## src/rtl/cbx_pkg.sv

```systemverilog
// Shared constants and elaboration-time helpers for the parameterised connection box.
package cbx_pkg;

  localparam int unsigned CBX_CHAN_WIDTH = 20;
  localparam int unsigned CBX_NUM_IPIN   = 7;
  localparam int unsigned CBX_MUX_SIZE   = 8;
  localparam int unsigned CBX_STRIDE     = 6;

  // Smallest r with 2**r >= v.
  function automatic int unsigned clog2(input int unsigned v);
    int unsigned r;
    r = 0;
    for (int unsigned b = 0; b < 31; b++) begin
      if ((32'd1 << b) < v) r = b + 1;
    end
    return r;
  endfunction

  // Track feeding input k of mux i; pairs of inputs share a track index.
  function automatic int unsigned tap_idx(input int unsigned i, input int unsigned k,
                                          input int unsigned stride, input int unsigned chan);
    return (i + (k / 2) * stride) % chan;
  endfunction

endpackage

```

## src/rtl/cbx_cfg_chain.sv

```systemverilog
// Serial configuration chain: shift register, bit counter, shadowed active config.
module cbx_cfg_chain
  import cbx_pkg::*;
#(
  parameter int unsigned CFG_BITS = 21
) (
  input  logic                prog_clk,
  input  logic                pReset_n,
  input  logic                ccff_head,
  input  logic                ccff_en,
  input  logic                cfg_load,
  output logic                ccff_tail,
  output logic [CFG_BITS-1:0] active_cfg,
  output logic                cfg_valid,
  output logic                cfg_err
);

  localparam int unsigned CNT_W = clog2(CFG_BITS + 1);
  localparam logic [CNT_W-1:0] CNT_FULL = CNT_W'(CFG_BITS);

  logic [1:0]          rst_sync_q;
  logic                rst_int_n;
  logic [CFG_BITS-1:0] sr_q, sr_d;
  logic [CFG_BITS-1:0] act_q, act_d;
  logic [CNT_W-1:0]    cnt_q, cnt_d;
  logic                valid_q, valid_d;
  logic                err_q, err_d;

  // Assert asynchronously, release two prog_clk edges later.
  always_ff @(posedge prog_clk or negedge pReset_n) begin
    if (!pReset_n) rst_sync_q <= 2'b00;
    else           rst_sync_q <= {rst_sync_q[0], 1'b1};
  end
  assign rst_int_n = rst_sync_q[1];

  always_comb begin
    sr_d    = sr_q;
    act_d   = act_q;
    cnt_d   = cnt_q;
    valid_d = valid_q;
    err_d   = 1'b0;
    if (ccff_en) begin
      sr_d = {sr_q[CFG_BITS-2:0], ccff_head};
      if (cnt_q != CNT_FULL) cnt_d = cnt_q + CNT_W'(1);
    end
    // Load decision always looks at the pre-edge register and count.
    if (cfg_load) begin
      if (cnt_q == CNT_FULL) begin
        act_d   = sr_q;
        valid_d = 1'b1;
        cnt_d   = ccff_en ? CNT_W'(1) : '0;
      end else begin
        err_d = 1'b1;
      end
    end
  end

  always_ff @(posedge prog_clk or negedge rst_int_n) begin
    if (!rst_int_n) begin
      sr_q    <= '0;
      act_q   <= '0;
      cnt_q   <= '0;
      valid_q <= 1'b0;
      err_q   <= 1'b0;
    end else begin
      sr_q    <= sr_d;
      act_q   <= act_d;
      cnt_q   <= cnt_d;
      valid_q <= valid_d;
      err_q   <= err_d;
    end
  end

  assign ccff_tail  = sr_q[CFG_BITS-1];
  assign active_cfg = act_q;
  assign cfg_valid  = valid_q;
  assign cfg_err    = err_q;

endmodule

```

## src/rtl/cbx_param_cfg.sv

```systemverilog
// Connection box: channel pass-throughs plus configurable track-to-pin muxes.
module cbx_param_cfg
  import cbx_pkg::*;
#(
  parameter int unsigned CHAN_WIDTH = CBX_CHAN_WIDTH,
  parameter int unsigned NUM_IPIN   = CBX_NUM_IPIN,
  parameter int unsigned MUX_SIZE   = CBX_MUX_SIZE,
  parameter int unsigned STRIDE     = CBX_STRIDE
) (
  input  logic                  prog_clk,
  input  logic                  pReset_n,
  input  logic [CHAN_WIDTH-1:0] chanx_left_in,
  input  logic [CHAN_WIDTH-1:0] chanx_right_in,
  output logic [CHAN_WIDTH-1:0] chanx_left_out,
  output logic [CHAN_WIDTH-1:0] chanx_right_out,
  input  logic                  ccff_head,
  input  logic                  ccff_en,
  input  logic                  cfg_load,
  output logic                  ccff_tail,
  output logic [NUM_IPIN-1:0]   ipin_out,
  output logic                  cfg_valid,
  output logic                  cfg_err
);

  localparam int unsigned SEL_W    = clog2(MUX_SIZE);
  localparam int unsigned CFG_BITS = NUM_IPIN * SEL_W;
  localparam int unsigned NSLOT    = 1 << SEL_W;

  logic [CFG_BITS-1:0] active_cfg;
  logic [NSLOT-1:0]    mux_in [NUM_IPIN];

  assign chanx_left_out  = chanx_right_in;
  assign chanx_right_out = chanx_left_in;

  cbx_cfg_chain #(
    .CFG_BITS (CFG_BITS)
  ) u_chain (
    .prog_clk   (prog_clk),
    .pReset_n   (pReset_n),
    .ccff_head  (ccff_head),
    .ccff_en    (ccff_en),
    .cfg_load   (cfg_load),
    .ccff_tail  (ccff_tail),
    .active_cfg (active_cfg),
    .cfg_valid  (cfg_valid),
    .cfg_err    (cfg_err)
  );

  // Unused select codes map to tied-low slots so out-of-range selects read 0.
  for (genvar gi = 0; gi < NUM_IPIN; gi++) begin : g_ipin
    for (genvar gk = 0; gk < NSLOT; gk++) begin : g_slot
      if (gk < MUX_SIZE) begin : g_tap
        localparam int unsigned TAP = tap_idx(gi, gk, STRIDE, CHAN_WIDTH);
        if (gk % 2 == 0) begin : g_left
          assign mux_in[gi][gk] = chanx_left_in[TAP];
        end else begin : g_right
          assign mux_in[gi][gk] = chanx_right_in[TAP];
        end
      end else begin : g_tie
        assign mux_in[gi][gk] = 1'b0;
      end
    end
  end

  always_comb begin
    ipin_out = '0;
    if (cfg_valid) begin
      for (int i = 0; i < NUM_IPIN; i++) begin
        ipin_out[i] = mux_in[i][active_cfg[i*SEL_W +: SEL_W]];
      end
    end
  end

endmodule

```

## config.mk

```make
export PLATFORM = sky130hd
export DESIGN_NAME = cbx_param_cfg
export DESIGN_NICKNAME = d
export VERILOG_FILES = /design/src/rtl/cbx_pkg.sv /design/src/rtl/cbx_cfg_chain.sv /design/src/rtl/cbx_param_cfg.sv
export SDC_FILE = /design/constraint.sdc
export NUM_CORES = 1
export LEC_CHECK = 0
export CORE_AREA = 8 8 108 80
export DETAILED_ROUTE_END_ITERATION = 8
export DIE_AREA = 0 0 116 88
export PLACE_DENSITY = 0.78
export SYNTH_ARGS = -nofsm -noshare
export SYNTH_HDL_FRONTEND = slang
export SYNTH_HIERARCHICAL = 1
export SYNTH_SLANG_ARGS = --single-unit
export TNS_END_PERCENT = 20
```

## constraint.sdc

```tcl
create_clock -name prog_clk -period 1.52 [get_ports prog_clk]
set_clock_uncertainty 0.15 [all_clocks]
set_input_delay 0.304 -clock prog_clk [delete_from_list [all_inputs] [get_ports prog_clk]]
set_output_delay 0.304 -clock prog_clk [all_outputs]
set_load 0.02 [all_outputs]
```

# Yosys cells after proc, flatten, opt, wreduce, memory -nomap -nowiden
# Cells that the tools add are included.
# W data, S select, Z words.
[op_classes]
n_addsub = 1
mul = 0
n_div = 0
magnitude_cmp = 7
n_eq_ne = 2
shifts = 0
mux = 22
n_bitwise = 0
reduce_logical = 1
[ops]
columns = ["operator", "n"]
rows = [
  ["$lt A3 B4 Y1 const B", 7],
  ["$bmux W1 S3", 7],
  ["$mux W5", 4],
  ["$mux W1", 10],
  ["$mux W7", 1],
  ["$add A5 B1 Y5 const B", 1],
  ["$eq A5 B5 Y1 const B", 1],
  ["$ne A5 B5 Y1 const B", 1],
  ["$reduce_and A2 Y1", 1],
]
[word_totals]
register_bits = 51
latchBits = 0
ramBits = 0
mem_bits_ro = 0
word_cells = 39
mem_count = 0

# Longest topological paths before layout
[depth]
ltp_word = 5
depth_mapped = 7
depth_no_buf = 5

# By module
# The synthesis kept the hierarchy.
[by_module_without_submodules]
columns = ["module", "instances", "cells_per_inst", "area_each_um2", "seq_area_each_um2"]
rows = [
  ["cbx_cfg_chain", 1, 124, 2043.2, 1276.2],
  ["cbx_param_cfg", 1, 89, 799.5, 0.0],
]

# Worst setup path after synthesis
# OpenSTA, ideal clock, no wires.
[synth_path]
path_type = "flip-flop to flip-flop"
startpoint = "register u_chain.cnt_q[0]"
endpoint = "register u_chain.act_q[10] (netlist: u_chain/active_cfg[10])"
setup_ns = 0.125
arrival_ns = 1.496
required_ns = 1.245
setup_slack_ns = -0.251
path_stages_with_launch = 7
n_path_buf = 2
period_less_slack_ns = 1.771
path_cell_list = "dfrtp_1 ha_1 and4b_1 buf_4 nand2_4 buf_6 mux2_4"
[synth_via]
elab_chain_cells = 2
[synth_lines]
columns = ["element", "line_no", "source"]
rows = [
  ["start, declared", "cbx_cfg_chain.sv:25", "logic [CNT_W-1:0] cnt_q, cnt_d;"],
  ["start signal, assigned", "cbx_cfg_chain.sv:68", "cnt_q <= cnt_d;"],
  ["$eq A5 B5 Y1", "cbx_cfg_chain.sv:48", "if (cnt_q == CNT_FULL) begin"],
  ["$reduce_and A2 Y1 (no line)", "-", ""],
  ["end signal, assigned", "cbx_cfg_chain.sv:67", "act_q <= act_d;"],
  ["end, declared", "cbx_cfg_chain.sv:24", "logic [CFG_BITS-1:0] act_q, act_d;"],
]
# No other way between the ends.
# A chain may end at the register's enable or synchronous reset.

# Final worst setup path
[layout_path]
startpoint = "register u_chain.act_q[7] (netlist: u_chain/active_cfg[7])"
endpoint = "output port ipin_out[2]"
[layout_via]
elab_chain_cells = 3
[layout_lines]
columns = ["element", "line_no", "source"]
rows = [
  ["$bmux W1 S3", "cbx_param_cfg.sv:69", "ipin_out[i] = mux_in[i][active_cfg[i*SEL_W +: SEL_W]];"],
  ["$mux W1 (implied by the code)", "cbx_param_cfg.sv:69", ""],
  ["$mux W7", "cbx_param_cfg.sv:67", "if (cfg_valid) begin"],
  ["end, declared", "cbx_param_cfg.sv:20", "output logic [NUM_IPIN-1:0] ipin_out,"],
]
# No other way between the ends. The select of a mux whose other input is x is not followed.

==> out/qor.log <==
qor: clock_tree.cts_root_buffer sky130_fd_sc_hd__clkbuf_8
qor: run.max-cap-violations 0
qor: placed_design.io_buffers 94
qor: clock_tree.clk_transition_reported_paths 0.10 ns
qor: final_layout.finish.utilization 58.16%
qor: min_path.hold_path_class reg -> async
qor: setup_path.critical_path.max_fanout 2
qor: logic_synthesis.number_of_library_cell_types_mapped_by_synthesis 34
qor: setup_path.crit_required 1.07 ns
qor: detailed_routing.postRouteAntennaNets 0
qor: placed_design.numPlacedInstances 396
qor: timing.finalCritPeriodShare 131.8%
qor: logic_synthesis.synth_enable_flop_cells 0
qor: detailed_routing.wl 6755 µm
qor: clock_tree.clk-insertion-delay-late 0.30 ns
qor: timing.report.final.setup_viol 32
qor: floorplanning.floorplan.die_area 10210 µm²
qor: power.ir_drop 0.5483 mV
qor: logic_synthesis.post_synth_instance_area 2843 µm²
qor: timing.final.setup.tns -7.227 ns
qor: timing.timing.hold.ws 0.1246 ns
qor: detailed_routing.routed-via-count 1980
qor: logic_synthesis.synth_top_cell_by_area sky130_fd_sc_hd__dfrtp_1
qor: final_layout.nNetsFinal 368
qor: floorplanning.fp.dieH 88 µm
qor: placed_design.post_place_setup_slack -0.9678 ns
qor: setup_path.cp_max_stage_delay 0.51 ns
qor: logic_synthesis.synth_fp_nets 260
qor: setup_path.worstPathArrival 1.55 ns
qor: status.outcome complete, but fails checks
qor: setup_path.r2r_setup_slack -0.21 ns
qor: clock_tree.clock_sink_count 51
qor: logic_synthesis.synth_most_common_cell sky130_fd_sc_hd__dfrtp_1
qor: detailed_routing.routedWlPerCell 16.08 µm
qor: setup_path.crit_path_end_kind primary output
qor: detailed_routing.drt-vias-per-instance 4.714
qor: timing.grt_setup_unrepaired true
qor: clock_tree.cts_tree done
qor: logic_synthesis.synthDominantCellAreaShare 44.89%
qor: timing.slew_headroom 59.58%
qor: timing.slew_viol_final 0
qor: final_layout.filler_cell_count 617
qor: floorplanning.dieWidth 116 µm
qor: status.violations_in_the_final_reports negative setup slack
qor: global_routing.vias_in_the_first_global_route 2095
qor: final_layout.area_added_between_synthesis_and_finish 43.75%
qor: logic_synthesis.synthesis.instances 213
qor: setup_path.worst_setup_path_start_kind register
qor: logic_synthesis.postSynthRegisterBits 51
qor: logic_synthesis.avgSynthCellArea 13.35 µm²
qor: timing.max_slew.worst_pin.slew 0.6043 ns
qor: power.p_leak 1.909 nW
qor: clock_tree.cts_htree_levels 2
qor: clock_tree.ctsLongestPathBuffers 2
qor: floorplanning.fp.coreArea 7027 µm²
qor: final_layout.antenna-diode-count 0
qor: power.power-per-cell-area 1517 nW/µm²
qor: logic_synthesis.leading_post_synthesis_cells_by_cell_area sky130_fd_sc_hd__dfrtp_1 45%, sky130_fd_sc_hd__mux2_2 12%, sky130_fd_sc_hd__buf_4 11%
qor: placed_design.dp_hpwl 4886 µm
qor: detailed_routing.remaining_drc_errors 0
qor: final_layout.post_layout_nonfiller_instances 420
qor: floorplanning.io-pin-count 95
qor: floorplanning.initial_utilization 40.46%
qor: setup_path.critPathKind reg -> out
qor: placed_design.globalplace.congestion 0.7258
qor: global_routing.antenna_violations_before_repair 0
qor: detailed_routing.detail_route.first_pass.iterations 4
qor: global_routing.grt_usage 12.94%
qor: final_layout.post_route_cells_drive_above_1_share 56.21%
qor: logic_synthesis.seq_area_frac_synth 44.89%
qor: clock_tree.cts_buffers 5
qor: timing.post-route-min-period 2.003 ns
qor: timing.finalHoldViolCount 0
qor: logic_synthesis.synth_warnings 6
qor: timing.finalWorstSetupSlack -0.4829 ns
qor: global_routing.pin_count_of_the_biggest_net_entering_global_routing 40
qor: global_routing.grt_overflow_total 0
qor: floorplanning.rows 26
qor: timing.top_achievable_clock_speed 499.3 MHz
qor: setup_path.cp_slowest_cell sky130_fd_sc_hd__mux4_2
qor: logic_synthesis.ys_async_sr_fraction 100.0%
qor: global_routing.first_pass_grt_wire_length 10540 µm
qor: logic_synthesis.yosys_most_used_dff sky130_fd_sc_hd__dfrtp_1
qor: detailed_routing.drtIter0Drc 57
qor: logic_synthesis.synth.cells.most_frequent 51 x sky130_fd_sc_hd__dfrtp_1, 41 x sky130_fd_sc_hd__buf_4, 31 x sky130_fd_sc_hd__mux2_2
qor: setup_path.path_cells mux4_2 -> nor2_2 -> a311oi_2 -> buf_4
-- worst max-delay path, delay by kind of cell, from the launching register on --
kind	cells	cell delay, ns
DFF	1	0.39
and+or+nand+nor	1	0.12
AOI/OAI and AO/OA	1	0.05
muxes	1	0.51
buffers and inverters	1	0.17
-- flip-flops by register name (all words and copies together) (netlist names) --
| register | count |
|---|---|
| u_chain/active_cfg | 21 |
| u_chain/cfg_err | 1 |
| u_chain/cfg_valid | 1 |
| u_chain/cnt_q | 5 |
| u_chain/rst_sync_q | 2 |
| u_chain/sr_q | 21 |
-- cell families after synthesis --
| group | synth area share [%] |
|---|---|
| AOI/OAI and AO/OA | 5.854 |
| xor gates and xnor gates | 0.3082 |
| adders and majority gates | 0.8801 |
| buffers and inverters | 13.16 |
| DFF | 44.89 |
| muxes | 30.72 |
| other | 0.1319 |
| and+or+nand+nor | 4.050 |
-- power breakdown --
| group | internal [mW] | switching, mW | total, mW |
|---|---|---|---|
| clock network | 0.373 | 0.453 | 0.826 |
| logic | 1.84 | 1.22 | 3.06 |
| registers | 1.88 | 0.434 | 2.31 |
| total | 4.09 | 2.11 | 6.20 |
-- worst paths after layout --
| kind | cells past startpoint | from | to |
|---|---|---|---|
| setup / recovery | 4 | u_chain/active_cfg[7] | ipin_out[2] |
| hold / removal | 1 | u_chain/rst_sync_q[1] | u_chain/sr_q[7] |
| setup reg to reg | 5 | u_chain/cnt_q[1] | u_chain/active_cfg[18] |
| hold reg to reg | 1 | u_chain/rst_sync_q[1] | u_chain/sr_q[7] |
| max in group asynchronous | 1 | u_chain/rst_sync_q[1] | u_chain/sr_q[19] |
| min in group prog_clk | 0 | u_chain/rst_sync_q[0] | u_chain/rst_sync_q[1] |
-- routing by layer --
layer | global-route usage (%) | share of wire [%]
met1 | 15.68 | 43
met4 | 2.462 | 0.50
met5 | 0 | 0
met2 | 22.76 | 51
met3 | 3.375 | 5.3
-- through the flow --
step | power [mW] | instance area (µm²)
2_1_floorplan | 3.877 | 2909
3_3_place_gp | 4.978 | 3921
3_5_place_dp | 5.062 | 3921
4_1_cts | 6.114 | 4086
5_1_grt | 6.615 | 4086
6_report | 6.201 | 4086
-- repair_timing --
item / 4_1_cts / 5_1_grt
cloned: 0 / 2
hold endpoints to repair: 3 / 0
pin swaps: 4 / 7
setup buffers: 9 / 2
endpoints found under the setup margin: 75 / 52
resized for setup: 181 / 32
hold buffers: 3 / 0
-- cell usage in the layout, fill, tap and decap left out, types with 2 or more instances in the layout --
cell	n
sky130_fd_sc_hd__buf_2	18
sky130_fd_sc_hd__a311oi_2	7
sky130_fd_sc_hd__buf_12	2
sky130_fd_sc_hd__clkbuf_8	6
sky130_fd_sc_hd__o31ai_2	3
sky130_fd_sc_hd__clkdlybuf4s50_1	31
sky130_fd_sc_hd__nor2_2	7
sky130_fd_sc_hd__inv_1	8
sky130_fd_sc_hd__dlygate4sd3_1	3
sky130_fd_sc_hd__clkdlybuf4s15_2	7
sky130_fd_sc_hd__dlygate4sd2_1	24
sky130_fd_sc_hd__buf_4	53
sky130_fd_sc_hd__dfrtp_2	4
sky130_fd_sc_hd__o31ai_4	3
sky130_fd_sc_hd__clkbuf_2	2
sky130_fd_sc_hd__mux2i_1	7
sky130_fd_sc_hd__nand2_4	2
sky130_fd_sc_hd__a21oi_1	2
sky130_fd_sc_hd__mux2_2	30
sky130_fd_sc_hd__mux2_4	19
sky130_fd_sc_hd__dfrtp_1	47
sky130_fd_sc_hd__buf_6	4
sky130_fd_sc_hd__nand4_1	2
sky130_fd_sc_hd__mux4_2	7
-- layout make-up --
type	count	area (µm²)	share of cell area [%]
Clock buffer	6	82.58	2.021
Clock inverter	2	13.76	0.3368
Inverter	8	30.03	0.7348
Multi-Input combinational cell	110	1331	32.58
Sequential cell	51	1281	31.35
Tap cell	98	122.6	3.001
Timing Repair Buffer	145	1225	29.98
No activity file was read; power rests on OpenSTA's default activity.
